[src/rtl/reset_seq_pkg.sv]
// Shared types and constants for the reset sequencer.
//   state_t        : sequencer FSM states (HOLD, STAGE, RUN)
//   CAUSE_*        : encodings reported on the 'cause' output
//   trigger_cause  : priority encoder for simultaneous triggers
package reset_seq_pkg;

  typedef enum logic [1:0] {
    HOLD  = 2'd0,
    STAGE = 2'd1,
    RUN   = 2'd2
  } state_t;

  localparam logic [1:0] CAUSE_POR = 2'd0;
  localparam logic [1:0] CAUSE_BTN = 2'd1;
  localparam logic [1:0] CAUSE_SW  = 2'd2;
  localparam logic [1:0] CAUSE_WDT = 2'd3;

  // Only meaningful while some trigger is active: button beats software,
  // software beats watchdog, so the watchdog is the fall-through case.
  function automatic logic [1:0] trigger_cause(input logic btn, input logic sw);
    if (btn) return CAUSE_BTN;
    if (sw)  return CAUSE_SW;
    return CAUSE_WDT;
  endfunction

endpackage

[src/rtl/btn_debounce.sv]
// Push-button conditioner: 2-flop synchroniser followed by a debouncer.
// The debounced level follows the synchronised level only after the two
// have differed for 2^DEBOUNCE_BIT consecutive cycles; any bounce back
// restarts the count.
//   clk     in  system clock
//   reset   in  asynchronous active-high reset
//   btn_n   in  raw asynchronous button, active-low
//   pressed out debounced button level, 1 = pressed
module btn_debounce #(
  parameter int DEBOUNCE_BIT = 10
) (
  input  logic clk,
  input  logic reset,
  input  logic btn_n,
  output logic pressed
);

  logic                    sync_1;
  logic                    sync_2;
  logic                    level;   // debounced copy of btn_n, 1 = released
  logic [DEBOUNCE_BIT-1:0] cnt;

  // NOTE: sequential state uses non-blocking assignments so every flop
  // samples pre-edge values and the synchroniser stages do not collapse.
  always_ff @(posedge clk or posedge reset) begin
    if (reset) begin
      sync_1 <= 1'b1;
      sync_2 <= 1'b1;
      level  <= 1'b1;
      cnt    <= '0;
    end else begin
      sync_1 <= btn_n;
      sync_2 <= sync_1;
      if (sync_2 == level) begin
        cnt <= '0;
      end else if (cnt == '1) begin
        // This edge completes 2^DEBOUNCE_BIT differing cycles.
        level <= sync_2;
        cnt   <= '0;
      end else begin
        cnt <= cnt + 1'b1;
      end
    end
  end

  assign pressed = ~level;

endmodule

[src/rtl/reset_sequencer.sv]
// Reset conditioner for the LED panel top level. Any trigger (debounced
// button held, software pulse, optional watchdog expiry) forces all domain
// resets high; once triggers clear, all outputs are held for 2^DELAY_BIT
// cycles, then rst_out[0..N_OUT-1] are released in order with a gap of
// 2^GAP_BIT cycles between channels.
// Optional feature: define RESET_SEQ_WATCHDOG_EN to add a watchdog that
// counts in RUN, clears on wdt_kick and triggers (cause 3) at 2^WDT_BIT.
//   clk      in  system clock
//   reset    in  asynchronous active-high master reset
//   btn_n    in  raw asynchronous button, active-low
//   sw_req   in  single-cycle software reset request
//   wdt_kick in  watchdog kick (unused without the watchdog)
//   rst_out  out active-high domain resets, bit i released i-th
//   ready    out high once every domain is released
//   cause    out last trigger: 0 master, 1 button, 2 software, 3 watchdog
module reset_sequencer
  import reset_seq_pkg::*;
#(
  parameter int DELAY_BIT    = 15,
  parameter int N_OUT        = 2,
  parameter int GAP_BIT      = 4,
  parameter int DEBOUNCE_BIT = 10,
  parameter int WDT_BIT      = 20
) (
  input  logic             clk,
  input  logic             reset,
  input  logic             btn_n,
  input  logic             sw_req,
  input  logic             wdt_kick,
  output logic [N_OUT-1:0] rst_out,
  output logic             ready,
  output logic [1:0]       cause
);

  // Terminal values one below 2^N: the edge that steps past them is the
  // edge on which the counter reaches 2^N and a channel is released.
  localparam logic [DELAY_BIT:0] DELAY_LAST = {1'b0, {DELAY_BIT{1'b1}}};
  localparam logic [GAP_BIT:0]   GAP_LAST   = {1'b0, {GAP_BIT{1'b1}}};

  state_t             state_q, state_d;
  logic [DELAY_BIT:0] dly_q, dly_d;
  logic [GAP_BIT:0]   gap_q, gap_d;
  logic [N_OUT-1:0]   rst_out_d;
  logic               ready_d;
  logic [1:0]         cause_d;
  logic [N_OUT-1:0]   released;
  logic               pressed;
  logic               wdt_expire;
  logic               trigger;

  btn_debounce #(
    .DEBOUNCE_BIT(DEBOUNCE_BIT)
  ) u_btn_debounce (
    .clk    (clk),
    .reset  (reset),
    .btn_n  (btn_n),
    .pressed(pressed)
  );

`ifdef RESET_SEQ_WATCHDOG_EN
  logic [WDT_BIT:0] wdt_cnt;

  // Counter value 2^WDT_BIT is the only one with the top bit set.
  assign wdt_expire = wdt_cnt[WDT_BIT];

  always_ff @(posedge clk or posedge reset) begin
    if (reset) begin
      wdt_cnt <= '0;
    end else if (state_q != RUN || wdt_kick || wdt_expire) begin
      wdt_cnt <= '0;
    end else begin
      wdt_cnt <= wdt_cnt + 1'b1;
    end
  end
`else
  logic [31:0] unused_wdt;

  assign wdt_expire = 1'b0;
  assign unused_wdt = {31'd0, wdt_kick} ^ 32'(WDT_BIT);
`endif

  assign trigger  = pressed | sw_req | wdt_expire;
  // Channels release from bit 0 upward, so shifting in a zero is the next
  // release step and keeps the order monotonic by construction.
  assign released = rst_out << 1;

  // NOTE: every signal written here gets its default first so no path
  // through the case leaves one unassigned and infers a latch.
  always_comb begin
    state_d   = state_q;
    dly_d     = dly_q;
    gap_d     = gap_q;
    rst_out_d = rst_out;
    ready_d   = ready;
    cause_d   = cause;
    if (trigger) begin
      state_d   = HOLD;
      dly_d     = '0;
      gap_d     = '0;
      rst_out_d = '1;
      ready_d   = 1'b0;
      cause_d   = trigger_cause(pressed, sw_req);
    end else begin
      unique case (state_q)
        HOLD: begin
          dly_d = dly_q + 1'b1;
          if (dly_q == DELAY_LAST) begin
            rst_out_d = released;
            gap_d     = '0;
            if (released == '0) begin
              state_d = RUN;
              ready_d = 1'b1;
            end else begin
              state_d = STAGE;
            end
          end
        end
        STAGE: begin
          if (gap_q == GAP_LAST) begin
            rst_out_d = released;
            gap_d     = '0;
            if (released == '0) begin
              state_d = RUN;
              ready_d = 1'b1;
            end
          end else begin
            gap_d = gap_q + 1'b1;
          end
        end
        RUN: begin
          rst_out_d = '0;
          ready_d   = 1'b1;
        end
        default: state_d = HOLD;
      endcase
    end
  end

  always_ff @(posedge clk or posedge reset) begin
    if (reset) begin
      state_q <= HOLD;
      dly_q   <= '0;
      gap_q   <= '0;
      rst_out <= '1;
      ready   <= 1'b0;
      cause   <= CAUSE_POR;
    end else begin
      state_q <= state_d;
      dly_q   <= dly_d;
      gap_q   <= gap_d;
      rst_out <= rst_out_d;
      ready   <= ready_d;
      cause   <= cause_d;
    end
  end

endmodule

[config.mk]
export PLATFORM = sky130hd
export DESIGN_NAME = reset_sequencer
export DESIGN_NICKNAME = d
export VERILOG_FILES = /design/src/rtl/reset_seq_pkg.sv /design/src/rtl/btn_debounce.sv /design/src/rtl/reset_sequencer.sv
export SDC_FILE = /design/constraint.sdc
export NUM_CORES = 1
export LEC_CHECK = 0
export BUFFER_PORTS_ARGS = -buffer_cell sky130_fd_sc_hd__buf_4
export CAP_MARGIN = 10
export CORE_ASPECT_RATIO = 1.75
export CORE_UTILIZATION = 44
export CTS_BUF_LIST = sky130_fd_sc_hd__clkbuf_8
export DETAILED_ROUTE_END_ITERATION = 10
export MAX_ROUTING_LAYER = met4
export PLACE_DENSITY = 0.62
export SETUP_SLACK_MARGIN = 0.4
export SYNTH_ARGS = -nofsm -noshare
export SYNTH_HDL_FRONTEND = slang
export SYNTH_SLANG_ARGS = --single-unit
[constraint.sdc]
create_clock -name clk -period 2.6 [get_ports clk]
set_input_delay 0.26 -clock clk [delete_from_list [all_inputs] [get_ports clk]]
set_output_delay 0.26 -clock clk [all_outputs]
set_load 0.005 [all_outputs]
**After elaboration in Yosys (flattened, before gate mapping)**

Index checks and enable logic that the tools add are counted.

- Bits in registers: 41
- Bits of input ports: 5
- Output and inout bits: 5
- Word-level logic and storage cells: 67

- Add/subtract/negate cells: 3
- Equality and inequality tests: 10
- Mux-type cells: 32
- Bitwise logic cells: 3
- Reduce and logical (&&, ||, !) cells: 9

Operator list:

| cell | number |
|---|---|
| 2-to-1 mux 16 bit | 2 |
| 2-to-1 mux 2 bit | 12 |
| 2-to-1 mux 10 bit | 2 |
| adder 16 x 1 -> 16 bit, second input constant | 1 |
| equality test 16 x 15 -> 1 bit, second input constant | 1 |
| 2-to-1 mux 5 bit | 3 |
| one-hot mux 2 bit (3 select lines) | 2 |
| adder 10 x 1 -> 10 bit, second input constant | 1 |
| equality test 10 bit, second input constant | 1 |
| one-hot mux 5 bit (2 select lines) | 1 |
| 2-to-1 mux 1 bit | 9 |
| inequality test 3 bit, second input constant | 3 |
| adder 5 x 1 -> 5 bit, second input constant | 1 |
| equality test 5 x 4 -> 1 bit, second input constant | 1 |
| logical NOT 2 bit | 2 |
| AND reduction 2 bit | 2 |
| AND reduction 4 bit | 1 |
| nonzero test 4 bit | 1 |
| one-hot mux 1 bit (3 select lines) | 1 |
| AND reduction 3 bit | 1 |
| nonzero test 3 bit | 1 |
| equality test 2 x 1 -> 1 bit, second input constant | 1 |
| equality test 2 bit, second input constant | 1 |
| inequality test 2 bit, second input constant | 1 |
| 4 further kinds | 5 |

**Longest topological paths before layout**

- Depth after elaboration: 7
- Mapped depth: 6
- Depth with buffers taken out: 5

**By module**

A second synthesis with hierarchy kept.

- Cells, all modules: 211
- Area total of the unflattened synthesis: 2,125.8 µm²

Modules (own cells, without submodules):

| module | instances | cells each | area an instance (µm²) | sequential area each (µm²) |
|---|---|---|---|---|
| reset_sequencer | 1 | 154 | 1,520.2 | 703.2 |
| btn_debounce | 1 | 57 | 605.6 | 329.1 |

**Least setup slack after synthesis**

OpenSTA, ideal clock, no wires.

- Kind: reg-to-reg
- Start: register dly_q[0]
- End: register rst_out[1]
- Setup time: 84 ps
- Arrival: 1,722 ps
- Required time: 2,516 ps
- Path slack: 795 ps
- Stages on the path, launching flop included: 7
- Buffers on the path: 1
- Clock period less this slack: 1,805 ps
- Cell sequence: dfrtp_1 -> ha_1 -> and4b_1 -> and4_4 -> buf_6 -> mux2_4 -> a221o_1

- Word-level cells in the longest chain between the ends: 3

Ends and longest elaborated chain:

| item | line | text |
|---|---|---|
| from (decl) | reset_sequencer.sv:41 | `logic [DELAY_BIT:0] dly_q, dly_d;` |
| from (signal assigned) | reset_sequencer.sv:149 | `dly_q <= dly_d;` |
| equality test 16 x 15 -> 1 bit | reset_sequencer.sv:107 | `if (dly_q == DELAY_LAST) begin` |
| inequality test 3 bit (no source line) | -- |  |
| AND reduction 3 bit (no source line) | -- |  |
| to (signal assigned) | reset_sequencer.sv:151 | `rst_out <= rst_out_d;` |
| to (decl) | reset_sequencer.sv:30 | `output logic [N_OUT-1:0] rst_out,` |

Every way passes these cells.
A chain may end at the register's enable or synchronous reset.

**Worst setup path in the final report**

Same ends and word-level chain as after synthesis.

==> metrics.md <==
| Metric | Value |
|---|---|
| Outcome | `finished clean` |
| Clock sinks | `41` |
| Comb pwr share | `2.4%` |
| Power per standard cell area | `517 nW/um^2` |
| Flop and latch count out of synthesis | `41` |
| GPL Wtd Cong | `0.796` |
| Setup Skew | `0.00494 ns` |
| Max stage delay on crit path | `0.43 ns` |
| Slowest CP cell | `dfrtp_1` |
| DR iter-0 viols | `58` |
| Clock transition at the registers of the reported paths | `0.08 ns` |
| Leakage | `0.917 nW` |
| Final WS setup | `0.701 ns` |
| CTS Hold Bufs | `0` |
| Sw Share | `21.3%` |
| Core area | `4360 sq um` |
| Worst setup EP type | `flop` |
| CP startpoint kind | `flop` |
| NetSw | `242 uW` |
| Post-synth top area share | `45.3%` |
| Die X | `52.8 um` |
| Worst hold path type | `in2reg` |
| Die height | `90.9 um` |
| CP Cell Sequence | `ha_1 > and4b_1 > and4_4 > mux2_4 > a221o_1` |
| Sum of negative setup slack | `0 ns` |
| Initial antenna violation count | `0` |
| Total grt overflow | `0` |
| # fillers | `405` |
| Yosys warns | `0` |
| Layout area overhead | `10.4%` |
| Most common cell after layout, fill and taps aside | `dfrtp_1` |
| RSZ-0062 raised after global routing | `no` |
| Place WS | `0.709 ns` |
| Hold Violations, Final | `0` |
| VDD IR max | `0.394 mV` |
| Non-Filler Instances | `255` |
| Die ar. | `4800 sq um` |
| Inserted Diodes | `0` |
| Final Net Count | `211` |
| CP Buf/Inv Count | `0` |
| Fin crit period | `1.90 ns` |
| Final HPWL DP | `2690 um` |
| Post-CTS sizing | `0` |
| MaxCap Viol Count | `0` |
| Placed Cells incl. Taps | `247` |
| Via density | `5.80` |
| CTS Buffer Depth | `2` |
| Initial DRT Pass Iterations | `4` |
| Main area contributors after synthesis | `dfrtp_1, dfstp_2, xor2_1` |
| Clk network pwr share | `40.5%` |
| Design internal power | `893 uW` |
| Share of power burned in registers | `57.1%` |
| Via count | `1480` |
| IO Count | `10` |
| Largest net degree at the start of global routing | `42` |
| Yosys top cell by area | `dfrtp_1` |
| Root Buffer | `clkbuf_8` |
| Finish-stage setup viols | `0` |
| Max H-tree Level | `2` |
| Cell Area, Synth | `1990 sq um` |
| Fmax achieved | `527 MHz` |
| CTS tree | `built` |
| Number of global-route vias before repair | `1463` |
| Syn_nets | `201` |
| Max_slew headroom | `45.6%` |
| DR WL/cell | `15.0 um` |
| Pins Over Slew Limit | `0` |
| Cells after synthesis | `193` |
| Worst EP required | `2.83 ns` |
| Clk_lat worst skew | `0.30 ns` |
| Kind of cell adding the most delay to the critical path | `simple AND/OR/NAND/NOR gates` |
| I/O Buffers | `8` |
| Avg Cell Area, Syn | `10.3 sq um` |
| Commonest cells after routing, fill and taps aside | `dfrtp_1, nor2_1, nand2_1, xor2_1` |
| Total Routing Usage GR | `18.8%` |
| Final antenna-violating net count | `0` |
| DRC viols | `0` |
| CTS Buf Count | `5` |
| Proportion of layout cells with a drive suffix above 1 | `15.2%` |
| Starting density of the core | `45.5%` |
| Fin crit share | `73.0%` |
| Total Power | `1.13 mW` |
| First-pass GRT wire length | `6460 um` |
| # rows | `32` |
| Post-synthesis sequential area ratio | `52.0%` |
| DRT Wirelength | `3820 um` |
| CP max FO | `6` |
| Worst Tran Pin Value | `0.814 ns` |
| Worst Path Arrival | `2.13 ns` |
| Post-CTS Setup Bufs | `0` |
| Setup CP Type | `reg2reg` |
| Post-synth cell types | `45` |
[layer usage]
layer  wire length [um]  GRT usage, %
met1               1610          20.7
met2               2050          30.5
met3                 87          4.71
met4                 73          9.43
met5                  0             -
[path summary, 6_finish.rpt]
check | startpoint | to | slack (ns) | cells past startpoint
min | btn_n | u_btn_debounce.sync_1 | 0.07 | 1
max in group asynchronous | reset | u_btn_debounce.level | 2.15 | 3
max reg2reg | dly_q[0] | rst_out[1] | 0.70 | 5
max | dly_q[0] | rst_out[1] | 0.70 | 5
min reg2reg | u_btn_debounce.sync_1 | u_btn_debounce.sync_2 | 0.36 | 0
min in group asynchronous | reset | ready | 0.08 | 3
[layout make-up]
class                   count  area [sq um]  share of cell area (%)
flip-flops and latches     41          1030                    47.1
clock inverters             1          5.00                   0.228
inverters                   4          15.0                   0.685
multi-input cells         141           906                    41.3
clock buffers               7          96.3                    4.39
repair buffers             10          75.1                    3.42
well taps                  51          63.8                    2.91
[power by group through the flow]
stage               Clock [mW]  Combinational, mW  Sequential [mW]
floorplan                    0             0.0180            0.659
global placement             0             0.0271            0.660
detailed placement           0             0.0284            0.660
CTS                      0.467             0.0285            0.648
global route             0.496             0.0331            0.648
finish                   0.460             0.0268            0.648
[registers in the layout, indices dropped and copies added (netlist names)]
register / flops
u_btn_debounce.sync_2: 1
state_q: 2
cause: 2
ready: 1
dly_q: 16
u_btn_debounce.sync_1: 1
gap_q: 5
rst_out: 2
u_btn_debounce.level: 1
u_btn_debounce.cnt: 10
[cells in the mapped netlist, drive strengths merged]
cell	count
nor2b	2
o211ai	1
o2111ai	1
ha	3
o22ai	2
buf	2
and4bb	1
nor3	1
nor4	2
mux2	3
and4b	1
and4	4
and3	3
o31ai	1
nor2	24
xor2	12
dfstp	5
xnor2	7
a21o	2
inv	4
or3	4
a21oi	6
or4	2
a211oi	1
nand2	18
and2	1
o21a	2
clkbuf	5
mux2i	1
nand4	9
a41oi	1
o21ai	9
a41o	1
a311oi	1
nand4bb	1
nand4b	1
o311a	1
nand2b	1
nand3	10
a221o	1
dfrtp	36
[kinds of logic after synthesis]
group	synth area share, %
buffers and inverters	2.46
adder cells (fa/ha/maj)	1.89
multiplexers	2.39
flip-flops	52.0
AO/OA/AOI/OAI	9.89
XOR/XNOR	8.38
AND/OR/NAND/NOR	23.0
[through the flow]
step                cell area [sq um]  hold slack [ns]  utilization [%]
global route                     2190           0.0502             50.3
floorplan                        1990            0.264                -
CTS                              2190           0.0630             50.3
finish                           2190           0.0669             50.3
detailed placement               2090            0.349             47.9
global placement                 2090            0.346             47.9
Note: power is estimated with default switching activity, not from simulation.
